<file path="src/rtl/cpu_pkg.sv">
// cpu_pkg: shared types and constants for the 8-bit bus CPU control path.
//   opcode_t    - instruction opcodes held in the low OP_WIDTH bits of the IR
//   T0_FETCH..  - microstep indices
//   ctrl_word_t - every control strobe the sequencer can drive in one step
package cpu_pkg;

  localparam int OP_WIDTH = 4;

  typedef enum logic [OP_WIDTH-1:0] {
    OP_NOP = 4'h0,
    OP_LDA = 4'h1,
    OP_ADD = 4'h2,
    OP_SUB = 4'h3,
    OP_STA = 4'h4,
    OP_LDI = 4'h5,
    OP_JMP = 4'h6,
    OP_JC  = 4'h7,
    OP_JZ  = 4'h8,
    OP_OUT = 4'hE,
    OP_HLT = 4'hF
  } opcode_t;

  localparam int T0_FETCH = 0;
  localparam int T1_FETCH = 1;
  localparam int T2       = 2;
  localparam int T3       = 3;
  localparam int T4       = 4;

  typedef struct packed {
    logic oe_pc;
    logic oe_ir;
    logic oe_ram;
    logic oe_a;
    logic oe_alu;
    logic load_mar;
    logic load_ir;
    logic load_a;
    logic load_b;
    logic load_out;
    logic ram_we;
    logic pc_enable;
    logic pc_load;
    logic alu_sub;
    logic flag_load;
    logic hlt;        // request to enter the halted state at the end of this step
  } ctrl_word_t;

endpackage

</file>
<file path="src/rtl/microcode_decoder.sv">
// microcode_decoder: purely combinational microcode ROM.
//   step, opcode, flag_carry, flag_zero -> ctrl (all strobes) and done
//   done marks the last step of the current instruction.
module microcode_decoder
  import cpu_pkg::*;
#(
  parameter int OPCODE_WIDTH = 4,
  parameter int STEP_WIDTH   = 3
) (
  input  logic [STEP_WIDTH-1:0]   step,
  input  logic [OPCODE_WIDTH-1:0] opcode,
  input  logic                    flag_carry,
  input  logic                    flag_zero,
  output ctrl_word_t              ctrl,
  output logic                    done
);

  localparam int STEP_MAX = (1 << STEP_WIDTH) - 1;

  opcode_t op;
  logic    multi_step;
  int      step_i;

  always_comb begin
    // Any set upper opcode bit makes the instruction a NOP.
    op = ((opcode >> OP_WIDTH) == '0) ? opcode_t'(opcode[OP_WIDTH-1:0]) : OP_NOP;
    step_i = 32'(step);

    case (op)
      OP_LDA, OP_ADD, OP_SUB, OP_STA, OP_LDI,
      OP_JMP, OP_JC, OP_JZ, OP_OUT, OP_HLT: multi_step = 1'b1;
      default:                              multi_step = 1'b0;
    endcase

    ctrl = '0;
    done = 1'b0;
    case (step_i)
      T0_FETCH: begin
        ctrl.oe_pc    = 1'b1;
        ctrl.load_mar = 1'b1;
      end
      T1_FETCH: begin
        ctrl.oe_ram    = 1'b1;
        ctrl.load_ir   = 1'b1;
        ctrl.pc_enable = 1'b1;
        done           = !multi_step;
      end
      T2: begin
        case (op)
          OP_LDA, OP_ADD, OP_SUB, OP_STA: begin
            ctrl.oe_ir    = 1'b1;
            ctrl.load_mar = 1'b1;
          end
          OP_LDI: begin
            ctrl.oe_ir  = 1'b1;
            ctrl.load_a = 1'b1;
            done        = 1'b1;
          end
          OP_JMP: begin
            ctrl.oe_ir   = 1'b1;
            ctrl.pc_load = 1'b1;
            done         = 1'b1;
          end
          OP_JC: begin
            ctrl.oe_ir   = 1'b1;
            ctrl.pc_load = flag_carry;
            done         = 1'b1;
          end
          OP_JZ: begin
            ctrl.oe_ir   = 1'b1;
            ctrl.pc_load = flag_zero;
            done         = 1'b1;
          end
          OP_OUT: begin
            ctrl.oe_a     = 1'b1;
            ctrl.load_out = 1'b1;
            done          = 1'b1;
          end
          OP_HLT: begin
            ctrl.hlt = 1'b1;
            done     = 1'b1;
          end
          default: ;
        endcase
      end
      T3: begin
        case (op)
          OP_LDA: begin
            ctrl.oe_ram = 1'b1;
            ctrl.load_a = 1'b1;
            done        = 1'b1;
          end
          OP_ADD, OP_SUB: begin
            ctrl.oe_ram  = 1'b1;
            ctrl.load_b  = 1'b1;
            ctrl.alu_sub = (op == OP_SUB);
          end
          OP_STA: begin
            ctrl.oe_a   = 1'b1;
            ctrl.ram_we = 1'b1;
            done        = 1'b1;
          end
          default: ;
        endcase
      end
      T4: begin
        if (op == OP_ADD || op == OP_SUB) begin
          ctrl.oe_alu    = 1'b1;
          ctrl.load_a    = 1'b1;
          ctrl.flag_load = 1'b1;
          ctrl.alu_sub   = (op == OP_SUB);
          done           = 1'b1;
        end
      end
      default: ;
    endcase

    // Defensive wrap: an opcode change mid-instruction can never strand the counter.
    if (step_i == STEP_MAX) done = 1'b1;
  end

endmodule

</file>
<file path="src/rtl/control_sequencer.sv">
// control_sequencer: microstep counter, halt flag and reset/stall gating around
// the microcode decoder.
//   clk, reset (sync, active-low), step_en (single-step qualifier)
//   opcode, flag_carry, flag_zero        -> decode inputs
//   microstep, halted                    -> registered state
//   oe_*, load_*, ram_we, pc_*, alu_sub,
//   flag_load, instr_done                -> combinational control word
module control_sequencer
  import cpu_pkg::*;
#(
  parameter int OPCODE_WIDTH   = 4,
  parameter int STEP_WIDTH     = 3,
  parameter int SINGLE_STEP_EN = 0
) (
  input  logic                    clk,
  input  logic                    reset,
  input  logic                    step_en,
  input  logic [OPCODE_WIDTH-1:0] opcode,
  input  logic                    flag_carry,
  input  logic                    flag_zero,
  output logic [STEP_WIDTH-1:0]   microstep,
  output logic                    oe_pc,
  output logic                    oe_ir,
  output logic                    oe_ram,
  output logic                    oe_a,
  output logic                    oe_alu,
  output logic                    load_mar,
  output logic                    load_ir,
  output logic                    load_a,
  output logic                    load_b,
  output logic                    load_out,
  output logic                    ram_we,
  output logic                    pc_enable,
  output logic                    pc_load,
  output logic                    alu_sub,
  output logic                    flag_load,
  output logic                    instr_done,
  output logic                    halted
);

  logic [STEP_WIDTH-1:0] step_q, step_d;
  logic                  halted_q, halted_d;
  logic                  adv, active;
  ctrl_word_t            dec_ctrl, ctrl_out;
  logic                  dec_done;

  microcode_decoder #(
    .OPCODE_WIDTH(OPCODE_WIDTH),
    .STEP_WIDTH  (STEP_WIDTH)
  ) u_decoder (
    .step      (step_q),
    .opcode    (opcode),
    .flag_carry(flag_carry),
    .flag_zero (flag_zero),
    .ctrl      (dec_ctrl),
    .done      (dec_done)
  );

  always_comb begin
    adv      = !halted_q && ((SINGLE_STEP_EN != 0) ? step_en : 1'b1);
    // Strobes only fire on cycles that actually advance, so a stall never
    // repeats a load or a PC increment.
    active   = reset && adv;
    step_d   = step_q;
    halted_d = halted_q;
    if (adv) begin
      step_d = dec_done ? '0 : step_q + 1'b1;
      if (dec_ctrl.hlt && dec_done) halted_d = 1'b1;
    end
    ctrl_out = active ? dec_ctrl : '0;
  end

  always_ff @(posedge clk) begin
    if (!reset) begin
      step_q   <= '0;
      halted_q <= 1'b0;
    end else begin
      step_q   <= step_d;
      halted_q <= halted_d;
    end
  end

  assign microstep  = step_q;
  assign halted     = halted_q;
  assign instr_done = active && dec_done;
  assign oe_pc      = ctrl_out.oe_pc;
  assign oe_ir      = ctrl_out.oe_ir;
  assign oe_ram     = ctrl_out.oe_ram;
  assign oe_a       = ctrl_out.oe_a;
  assign oe_alu     = ctrl_out.oe_alu;
  assign load_mar   = ctrl_out.load_mar;
  assign load_ir    = ctrl_out.load_ir;
  assign load_a     = ctrl_out.load_a;
  assign load_b     = ctrl_out.load_b;
  assign load_out   = ctrl_out.load_out;
  assign ram_we     = ctrl_out.ram_we;
  assign pc_enable  = ctrl_out.pc_enable;
  assign pc_load    = ctrl_out.pc_load;
  assign alu_sub    = ctrl_out.alu_sub;
  assign flag_load  = ctrl_out.flag_load;

endmodule

</file>
<file path="config.mk">
export PLATFORM = sky130hd
export DESIGN_NAME = control_sequencer
export DESIGN_NICKNAME = d
export VERILOG_FILES = /design/src/rtl/cpu_pkg.sv /design/src/rtl/microcode_decoder.sv /design/src/rtl/control_sequencer.sv
export SDC_FILE = /design/constraint.sdc
export NUM_CORES = 1
export LEC_CHECK = 0
export BUFFER_PORTS_ARGS = -buffer_cell sky130_fd_sc_hd__buf_4
export CORE_AREA = 8 8 48 50
export DETAILED_ROUTE_END_ITERATION = 8
export DIE_AREA = 0 0 56 58
export PLACE_DENSITY = 0.82
export SYNTH_ARGS = -nofsm -noshare
export SYNTH_HDL_FRONTEND = slang
export SYNTH_SLANG_ARGS = --single-unit
</file>
<file path="constraint.sdc">
create_clock -name clk -period 1.9 [get_ports clk]
set_input_delay 0.19 -clock clk [delete_from_list [all_inputs] [get_ports clk]]
set_output_delay 0.19 -clock clk [all_outputs]
set_load 0.005 [all_outputs]
</file>
-- Word level (Yosys, flattened, before mapping)
Memory sizes are Yosys's and may differ from the RTL's.
Index checks and enable logic that the tools add are counted.
- multiplexer cells: 36
- equality and inequality tests: 15
- add/sub/neg operators: 1
- reduce and logical (&&, ||, !) cells: 13
- operators with widths (kind ; count):
    $mux W1 ; 26
    $eq A4 B3 Y1 const B ; 4
    $mux W16 ; 1
    $eq A4 B4 Y1 const B ; 3
    $eq A4 B2 Y1 const B ; 2
    $pmux W1 S2 ; 4
    $reduce_or A8 Y1 ; 1
    $eq A3 B1 Y1 const B ; 2
    $eq A3 B2 Y1 const B ; 2
    $pmux W1 S3 ; 2
    $reduce_or A6 Y1 ; 1
    $eq A4 B1 Y1 const B ; 1
    $pmux W1 S4 ; 1
    $reduce_or A2 Y1 ; 2
    $reduce_or A4 Y1 ; 1
    $add A3 B1 Y3 const B ; 1
    $eq A3 B3 Y1 const B ; 1
    $logic_and A1 B1 Y1 ; 3
    $logic_not A3 Y1 ; 1
    $mux W3 ; 1
    $reduce_or A3 Y1 ; 1
    $logic_not A1 Y1 ; 2
    $mux W2 ; 1
    $logic_or A1 B1 Y1 ; 1
- bits of input ports: 9
- register bits after elaboration: 4
- ROM bits: 16
- word-level logic and storage cells: 68
- memories: 1
- output and inout bits: 20
- memories (name ; words ; bits a word ; read ports ; clocked after Yosys merged registers in ; wr ports ; line ; text):
    (no name shown) ; 16 ; 1 ; 1 ; 0 ; 0 ; microcode_decoder.sv:29 ; case (op)

-- Depth between registers and ports, before layout
Gate-level depths: netlist of run 1.
- depth in word-level cells: 8
- mapped depth: 7
- gate-level depth less buffers: 6

-- Modules after synthesis
From an unflattened synthesis of run 1, not the netlist that was laid out.
- cell total of the unflattened synthesis: 88
- area total of the unflattened synthesis: 686.9 um^2
- modules (own cells, without submodules) (module ; area each (um^2) ; instances ; cells an instance ; seq. area each (um^2)):
    microcode_decoder ; 400.4 ; 1 ; 54 ; 0.0
    control_sequencer ; 286.5 ; 1 ; 34 ; 80.1

-- Worst setup path after synthesis of run 1
Ideal clock, no wire load.
- kind: register -> output
- start: reg step_q[0], in the netlist microstep[0]
- end: out instr_done
- slack: 0.160 ns
- required time: 1.710 ns
- buffers on the path: 0
- stages on the path, launching flop included: 7
- arrival time: 1.550 ns
- path through: dfxtp_1 inv_1 ha_1 nor2b_1 a31o_2 a311oi_2 a21oi_1
- longest elaborated chain between the ends: 4
- elaborated cells between the ends (all ways): 8
- classes of those cells: 5 x eq/ne; 2 x mux; 1 x reduce/logical
- RTL lines (element ; line ; text):
    start, declared ; control_sequencer.sv:41 ; logic [STEP_WIDTH-1:0] step_q, step_d;
    start signal, assigned ; control_sequencer.sv:78 ; step_q <= step_d;
    $eq A3 B3 Y1 (tied with other cells) ; microcode_decoder.sv:37 ; case (step_i)
    $pmux W1 S4 ; microcode_decoder.sv:37 ;
    $mux W1 * ; microcode_decoder.sv:119 ; if (step_i == STEP_MAX) done = 1'b1;
    $logic_and A1 B1 Y1 * ; control_sequencer.sv:85 ; assign instr_done = active && dec_done;
    end, declared ; control_sequencer.sv:37 ; output logic instr_done,
Mark *: on every way between the ends. The rest lies on a longest branch, timed or not.

-- Worst setup path after layout of run 1
Same ends and word-level chain as after synthesis.

==> results of run 1 <==
[per-stage QoR]
step	instance area (um2)	TNS, ns	hold slack [ns]
after floorplan	671	0	0.307
after global placement	898	0	0.438
after detailed placement	898	-0.0107	0.445
after CTS	996	-0.0481	0.201
after global routing	1010	-0.150	0.219
final	1010	-0.0524	0.205
[cells by family after synthesis]
group,after synthesis,share of synthesized area
AND/OR/NAND/NOR,45,0.392
AO/OA/AOI/OAI,18,0.215
buffers and inverters,13,0.123
adder cells (fa/ha/maj),6,0.112
flip-flops,4,0.119
XOR/XNOR,3,0.0392
[registers in the layout, indices dropped and copies added, names as in the netlist]
register,flops
microstep,3
halted,1
[cell type report]
class                   instances  share of cell area
repair buffers                 38               0.290
flip-flops and latches          4              0.0844
inverters                       5              0.0211
well taps                      17              0.0211
clock buffers                   3              0.0223
multi-input cells              72               0.561
[worst max path at each step]
stage / start / end
2_1_floorplan: microstep[0] / instr_done
3_3_place_gp: microstep[0] / instr_done
3_5_place_dp: microstep[0] / instr_done
4_1_cts: microstep[0] / instr_done
5_1_grt: microstep[1] / instr_done
6_report: microstep[0] / instr_done
[worst max-delay path, stage by stage, from the launching register on]
cell,delay [ns]
dfxtp_4,0.36
ha_4,0.16
buf_4,0.14
ha_2,0.16
a31o_2,0.21
a311oi_2,0.24
a21oi_1,0.10
buf_4,0.15
[where the power goes]
part	switching, mW	leakage [nW]	internal, mW
clock network	0.0367	0.0138	0.0708
registers	0.0165	0.0337	0.0992
logic	0.160	0.434	0.180
[metal layers]
metal | up-vias | part of all wire
met5 | - | 0
li1 | 385 | -
met3 | 2 | 0.067
met2 | 25 | 0.48
met4 | 0 | 0.0093
met1 | 350 | 0.44
[repair_timing]
action | in CTS | in global routing
buffers inserted | 2 | 0
pin swaps | 3 | 1
resized for setup | 16 | 5
hold endpoints to repair | 0 | 0
endpoints found under the setup margin | 4 | 3
[Yosys cell counts (3+ instances only)]
master	instances	area (um2)
ha_1	6	75.1
buf_4	5	37.5
nor3_1	5	25.0
inv_1	5	18.8
nor2b_1	4	25.0
and3_1	6	37.5
nand2_1	4	15.0
dfxtp_1	4	80.1
nor2_1	9	33.8
a21oi_1	4	20.0
xnor2_1	3	26.3
[layout by cell type, fill, tap and decap left out, types with 2 or more instances in the layout]
master	instances
ha_2	3
xnor2_1	3
nor2_1	9
a31oi_1	2
a41o_1	2
nor4_1	2
nor3_1	4
a21oi_1	4
nand2b_1	2
buf_4	36
nor2b_1	2
inv_1	4
and3_1	6
ha_4	2
buf_6	2
nor2b_4	2
nand2_1	4
clkbuf_4	3
dfxtp_1	2
==> out/qor.txt, run 1 <==
Status: finished, violations left
Failing checks: setup timing
Post-synth EDFFs: 0
Final Skew: 0.00450 ns
Sequential fraction of the synthesis area: 0.119
GRT met1 Usage: 0.134
Die width: 56 um
Synthesized area: 671 um2
Bufs on Longest Clock Path: 2
Final core occ: 0.625
Total CTS buffers: 3
Final cell count without fillers: 139
Least-Margin Pin Slew: 0.339 ns
Busiest grt layer: met2
Routed wire length: 1.94 mm
Leak: 0.482 nW
Final Setup Violations: 1
Inst Count DP: 134
FF-to-FF path depth: 7
Reg2reg end: microstep[0]
Pwr Density: 559 nW/um2
P&R area growth vs syn: 50.4%
CP Capture Type: primary output
RSZ-0062 raised after global routing: yes
# port buffers: 27
Placeable Area: 1610 um2
Synth Warn #: 0
Die Ht: 58 um
GR Layer Usage met2: 0.197
Part of the cycle the worst path needs: 1.03
Multi-input logic area: 566 um2
Peak VDD IR: 376 uV
Slew Limit Fails: 0
Synth unique cells: 39
Rows: 15
First-pass iteration count of the detailed router: 4
Max frequency: 0.512 GHz
Max_cap viols: 0
Hpwl dp: 1.49 mm
Grt total ovfl: 0
Final critical-path required period: 1.95 ns
Mapped Nets: 104
Share of layout cells above drive strength 1: 0.500
RR Startpoint: microstep[0]
Fill cell count: 141
CP Data Arrival Time: 1.76 ns
# DRC: 0
Rel. slew slack: 0.774
CTS tree: done
Die area: 3250 um2
Vias: 762
Routed wire per std cell: 14.0 um
Crit-path max FO: 4
Worst setup SP type: flop
CP Class: flop to primary output
Syn Area/Cell: 7.54 um2
Synth Register Bits: 4
FF/Latch Area: 85.1 um2
Clock sinks: 4
Final hold violations: 0
Top_reg_cell synth: dfxtp_1
Path type of the worst min-delay path: primary input to flop
Final worst setup slack: -0.0524 ns
GRT Total Usage: 0.116
Hold path depth: 2
Origin of the worst min-delay path: reset
Vias in the first global route: 771
Final net count: 139
Initial Utilization: 0.416
Async S/R FF share, synth: 0
Diodes inserted: 0
Hold worst-path end: halted
Maximum level of the CTS H-tree: 1
Antenna Nets Post-Route: 0
Setup Slack @ Placement: -0.0107 ns
First-pass GRT wire length: 3.24 mm
Worst EP required: 1.71 ns
Setup slack, reg-to-reg: 0.22 ns
Largest net degree at the start of global routing: 15
Clock latency on the worst-skew pair: 0.24 ns
Root Buffer: clkbuf_4
Placer Congestion: 0.824
Total power: 0.564 mW
Clk slew on worst S/H paths: 0.04 ns
# IOs: 29
Antenna violations before repair: 0
Starting DRT DRC Count: 12
Vias/cell: 5.48
Cts hold-fix bufs: 0
Cells after synthesis: 89
GR Util met3: 0.0349
No activity file was read; power rests on OpenSTA's default activity.
==> inputs of run 2 (changes only) <==
--- a/config.mk
+++ b/config.mk
@@ -10,6 +10,7 @@
 export DETAILED_ROUTE_END_ITERATION = 8
 export DIE_AREA = 0 0 56 58
 export PLACE_DENSITY = 0.82
+export SKIP_CTS_REPAIR_TIMING = 1
 export SYNTH_ARGS = -nofsm -noshare
 export SYNTH_HDL_FRONTEND = slang
 export SYNTH_SLANG_ARGS = --single-unit
==> run 2 against run 1 <==
Compared with the run above: the flow still finishes with violations (setup timing); register-to-register slack about the same; final cell count grew 2.2%; cell area increased by 4.2%; critical path type unchanged; critical path depth did not move; clock skew up 0.0014 ns; via count is 2.5% higher; fmax increased by 0.36%; power increased by 3.8%.
==> out/qor.txt, run 2 (same netlist as run 1, synthesis figures left out) <==
Status: finished, violations left
Failing checks: setup timing
First-pass iteration count of the detailed router: 4 (unchanged)
Pwr Density: 557 nW/um2 (-0.41%)
Setup slack, reg-to-reg: 0.21 ns (about the same)
Largest net degree at the start of global routing: 15 (unchanged)
Vias/cell: 5.50 (+0.33%)
Fill cell count: 139 (-1.4%)
Worst EP required: 1.71 ns (about the same)
Final hold violations: 0 (unchanged)
Routed wire per std cell: 14.9 um (+6.2%)
Commonest non-fill, non-tap cell in the layout: buf_4
Max frequency: 0.514 GHz (+0.36%)
Initial Utilization: 0.416 (unchanged)
Placer Congestion: 0.824 (unchanged)
Placeable Area: 1610 um2 (unchanged)
CP peak stage delay: 0.36 ns (about the same)
Clock sinks: 4 (unchanged)
Starting DRT DRC Count: 26 (+14)
Total CTS buffers: 3 (unchanged)
Final critical-path required period: 1.95 ns (-0.00708 ns)
Slew Limit Fails: 0 (unchanged)
Maximum level of the CTS H-tree: 1 (unchanged)
Rows: 15 (unchanged)
First-pass GRT wire length: 3.10 mm (-4.5%)
Share of layout cells above drive strength 1: 0.512 (+0.0120)
CP Capture Type: primary output
Final Setup Violations: 1 (unchanged)
Final net count: 142 (+2.2%)
# DRC: 0 (unchanged)
Least-Margin Pin Slew: 0.344 ns (+0.00503 ns)
CP Data Arrival Time: 1.76 ns (about the same)
Largest register FFs: 3 (unchanged)
Hpwl dp: 1.49 mm (unchanged)
P&R area growth vs syn: 56.7%
CP Cell Sequence: ha_4 -> buf_6 -> ha_2 -> a31o_2 -> a311oi_2 -> a21oi_1 -> buf_4
Vias in the first global route: 741 (-3.9%)
Antenna Nets Post-Route: 0 (unchanged)
# port buffers: 27 (unchanged)
Rel. slew slack: 0.769 (-0.00512)
Final worst setup slack: -0.0454 ns (+0.00708 ns)
FF-to-FF path depth: 7 (unchanged)
Peak VDD IR: 443 uV (+18%)
Crit. Startpoint: microstep[0]
CP Class: flop to primary output
Clock latency on the worst-skew pair: 0.24 ns (about the same)
Crit-path max FO: 5 (+1)
Antenna violations before repair: 0 (unchanged)
Die area: 3250 um2 (unchanged)
Routed wire length: 2.11 mm (+8.5%)
Grt total ovfl: 0 (unchanged)
CP max stage cell: dfxtp_4
RSZ-0062 raised after global routing: yes
# IOs: 29 (unchanged)
Leak: 0.502 nW (+4.2%)
Die Ht: 58 um (unchanged)
Final Skew: 0.00590 ns (+0.00140 ns)
Total power: 0.585 mW (+3.8%)
RR Startpoint: microstep[0]
Most frequent cells in the layout: buf_4 (38), nor2_1 (9), and3_1 (6)
Part of the cycle the worst path needs: 1.02 (-0.00373)
CTS tree: done
GRT Total Usage: 0.110 (-0.00536)
Vias: 781 (+2.5%)
Worst setup SP type: flop
Diodes inserted: 0 (unchanged)
Root Buffer: clkbuf_4
End point of the critical path: instr_done
Reg2reg end: microstep[1]
Max_cap viols: 0 (unchanged)
Bufs on Longest Clock Path: 2 (unchanged)
Clk slew on worst S/H paths: 0.04 ns (about the same)
Die width: 56 um (unchanged)
Setup Slack @ Placement: -0.0107 ns (unchanged)
Path type of the worst min-delay path: primary input to flop
-- run 2: cell type report --
cell class | instances | area [um2] | area share
multi-input combinational | 72 | 582 | 0.554
timing repair buffer | 41 | 319 | 0.304
sequential | 4 | 85.1 | 0.0810
clock buffer | 3 | 22.5 | 0.0214
inverter | 5 | 21.3 | 0.0202
tap | 17 | 21.3 | 0.0202
-- run 2: worst min path at each step --
stage / startpoint / endpoint / slack, ns / cells after the start
finish: reset / halted / 0.21 / 2
global route: reset / halted / 0.22 / 2
CTS: reset / halted / 0.20 / 2
detailed placement: reset / halted / 0.45 / 2
global placement: reset / halted / 0.44 / 2
floorplan: reset / halted / 0.31 / 1
-- run 2: metal layers --
metal	routed length, um	global-route usage	share of wire	vias up
met1	897	0.127	0.43	361
met3	129	0.0328	0.061	2
met5	0	0	0	-
li1	-	-	-	390
met2	1070	0.187	0.50	28
met4	18	0.0412	0.0085	0
-- run 2: worst max-delay path: cells and delay by family, from the launching register on --
family / cells / cell delay [ns]
buffers and inverters: 2 / 0.27
AOI/OAI and AO/OA: 3 / 0.55
DFF: 1 / 0.36
adders and majority gates: 2 / 0.32
-- run 2: stage by stage --
stage	setup TNS (ns)	cell area (um2)	utilization	hold WS [ns]	instances
2_1_floorplan	0	671	-	0.307	89
4_1_cts	-0.546	921	0.571	0.201	137
3_5_place_dp	-0.0107	898	0.557	0.445	134
5_1_grt	-0.204	1050	0.651	0.220	142
3_3_place_gp	0	898	0.557	0.438	134
6_report	-0.0454	1050	0.651	0.207	142
-- run 2: power breakdown --
part           total [mW]  internal, mW  switching [mW]
Sequential          0.117        0.0992          0.0173
Clock               0.107        0.0708          0.0366
Combinational       0.362         0.193           0.169
Total               0.585         0.363           0.223
==> inputs of run 3 (changes only) <==
--- a/config.mk
+++ b/config.mk
@@ -6,10 +6,12 @@
 export NUM_CORES = 1
 export LEC_CHECK = 0
 export BUFFER_PORTS_ARGS = -buffer_cell sky130_fd_sc_hd__buf_4
-export CORE_AREA = 8 8 48 50
+export CELL_PAD_IN_SITES_DETAIL_PLACEMENT = 1
+export CELL_PAD_IN_SITES_GLOBAL_PLACEMENT = 2
+export CORE_AREA = 2 2 56 58
 export DETAILED_ROUTE_END_ITERATION = 8
-export DIE_AREA = 0 0 56 58
-export PLACE_DENSITY = 0.82
+export DIE_AREA = 0 0 58 60
+export PLACE_DENSITY = 0.84
 export SKIP_CTS_REPAIR_TIMING = 1
 export SYNTH_ARGS = -nofsm -noshare
 export SYNTH_HDL_FRONTEND = slang
==> run 3 against run 2 <==
Compared with the run above: the run still ends with setup timing left; critical path depth rose by 2; non-clock buffer count up 3; fmax is 2.7% lower; combinational power increased by 4%; clock skew down 0.0036 ns; sequential share of layout area down 0.22 points; global-route usage up 2.2 points; critical path type unchanged.
==> out/qor.txt, run 3 (same netlist as run 1, synthesis figures left out) <==
Starting DRT DRC Count: 10 (-62%)
Final instance area: 1110 um2 (+5.8%)
Rel. slew slack: 0.761 (-0.00824)
First-pass iteration count of the detailed router: 4 (unchanged)
Share of layout cells above drive strength 1: 0.555 (+0.0427)
Die Ht: 60 um (+3.4%)
GRT Total Usage: 0.132 (+0.0216)
Max_cap viols: 0 (unchanged)
# port buffers: 27 (unchanged)
Routed wire per std cell: 15.5 um (+4.5%)
M1 WL: 969 um (+8.0%)
Crit path top cell by count: buf_4
Antenna violations before repair: 0 (unchanged)
Setup tns final: -0.145 ns (-0.0993 ns)
Placer Congestion: 0.765 (-7.2%)
Worst EP required: 1.71 ns (about the same)
Status: finished, violations left
Final critical-path required period: 2.00 ns (+0.0533 ns)
Maximum level of the CTS H-tree: 1 (unchanged)
Clock latency on the worst-skew pair: 0.24 ns (about the same)
Final Skew: 0.00227 ns (-0.00363 ns)
Placeable Area: 2900 um2 (+80%)
Final hold violations: 0 (unchanged)
First-pass GRT wire length: 3.53 mm (+14%)
Largest register FFs: 3 (unchanged)
CP Capture Type: primary output
Die area: 3480 um2 (+7.1%)
Final net count: 145 (+2.1%)
Root Buffer: clkbuf_4
Diodes inserted: 0 (unchanged)
Vias/cell: 5.03 (-8.5%)
Vias: 810 (+3.7%)
CP Data Arrival Time: 1.81 ns (+0.05 ns)
Final core occ: 0.383 (-0.268)
Total power: 0.605 mW (+3.4%)
Pwr Density: 544 nW/um2 (-2.3%)
Largest net degree at the start of global routing: 15 (unchanged)
Bufs on Longest Clock Path: 2 (unchanged)
Clk slew on worst S/H paths: 0.04 ns (about the same)
P&R area growth vs syn: 65.9%
# IOs: 29 (unchanged)
Die width: 58 um (+3.6%)
Highest Signal Layer: met4
Final cell count without fillers: 161 (+13%)
# DRC: 0 (unchanged)
RSZ-0062 raised after global routing: yes
Leak: 0.523 nW (+4.1%)
Most frequent cells in the layout: buf_4 (41), nor2_1 (9), and3_1 (5), nand2_1 (4), nor3_1 (4)
Placed cell areas: 948 um2 (+5.6%)
Rows: 20 (+5)
Slew Limit Fails: 0 (unchanged)
CP max stage cell: dfxtp_4
Antenna Nets Post-Route: 0 (unchanged)
Part of the cycle the worst path needs: 1.05 (+0.0280)
Detail Route met2 WL: 1.41 mm (+32%)
Failing checks: setup timing
Peak VDD IR: 408 uV (-7.9%)
CP peak stage delay: 0.38 ns (+0.02 ns)
Hpwl dp: 1.85 mm (+24%)
Routed wire length: 2.50 mm (+18%)
Initial Utilization: 0.231 (-0.184)
Max frequency: 0.500 GHz (-2.7%)
Worst setup SP type: flop
Grt total ovfl: 0 (unchanged)
Hold WS: 0.216 ns (+0.00925 ns)
WL met3: 83 um (-36%)
Setup Slack @ Placement: -0.122 ns (-0.112 ns)
Commonest non-fill, non-tap cell in the layout: buf_4
Final worst setup slack: -0.0986 ns (-0.0533 ns)
CP Class: flop to primary output
Least-Margin Pin Slew: 0.356 ns (+0.0123 ns)
CP Cell Sequence: inv_4 -> ha_4 -> nor2b_4 -> buf_6 -> o211a_1 -> a311oi_2 -> buf_4 -> a21oi_2 -> buf_4
Total CTS buffers: 3 (unchanged)
Clock sinks: 4 (unchanged)
Vias in the first global route: 772 (+4.2%)
Final Setup Violations: 3 (+2)
Crit-path max FO: 4 (-1)
Setup slack, reg-to-reg: 0.20 ns (about the same)
CTS tree: done
Inst Count DP: 154 (+15%)
Path type of the worst min-delay path: primary input to flop
run 3: critical path: cells and delay by family (launching register included):
family	cells	cell delay, ns
compound gates	3	0.43
fa+ha+maj	1	0.15
buf+inv	4	0.49
flops	1	0.38
simple gates	1	0.13
run 3: power by group:
| group | internal, mW | switching (mW) |
|---|---|---|
| clock network | 0.0706 | 0.0345 |
| logic | 0.198 | 0.176 |
| registers | 0.101 | 0.0247 |
run 3: metal layers:
metal  up-vias  global-route usage
met5         -                   0
met4         0              0.0598
met3         4              0.0152
met2        19               0.245
met1       392               0.150
li1        395                   -
run 3: path summary, 6_finish.rpt:
path,start,to,cells past startpoint
setup / recovery,microstep[0],instr_done,9
hold / removal,reset,halted,2
setup reg to reg,microstep[0],microstep[0],9
hold reg to reg,halted,halted,1
run 3: final cells by class:
cell class | instances | area [um2]
clock buffers | 3 | 22.5
fillers | 366 | 1790
flip-flops and latches | 4 | 87.6
multi-input cells | 72 | 598
well taps | 33 | 41.3
repair buffers | 44 | 342
inverters | 5 | 21.3
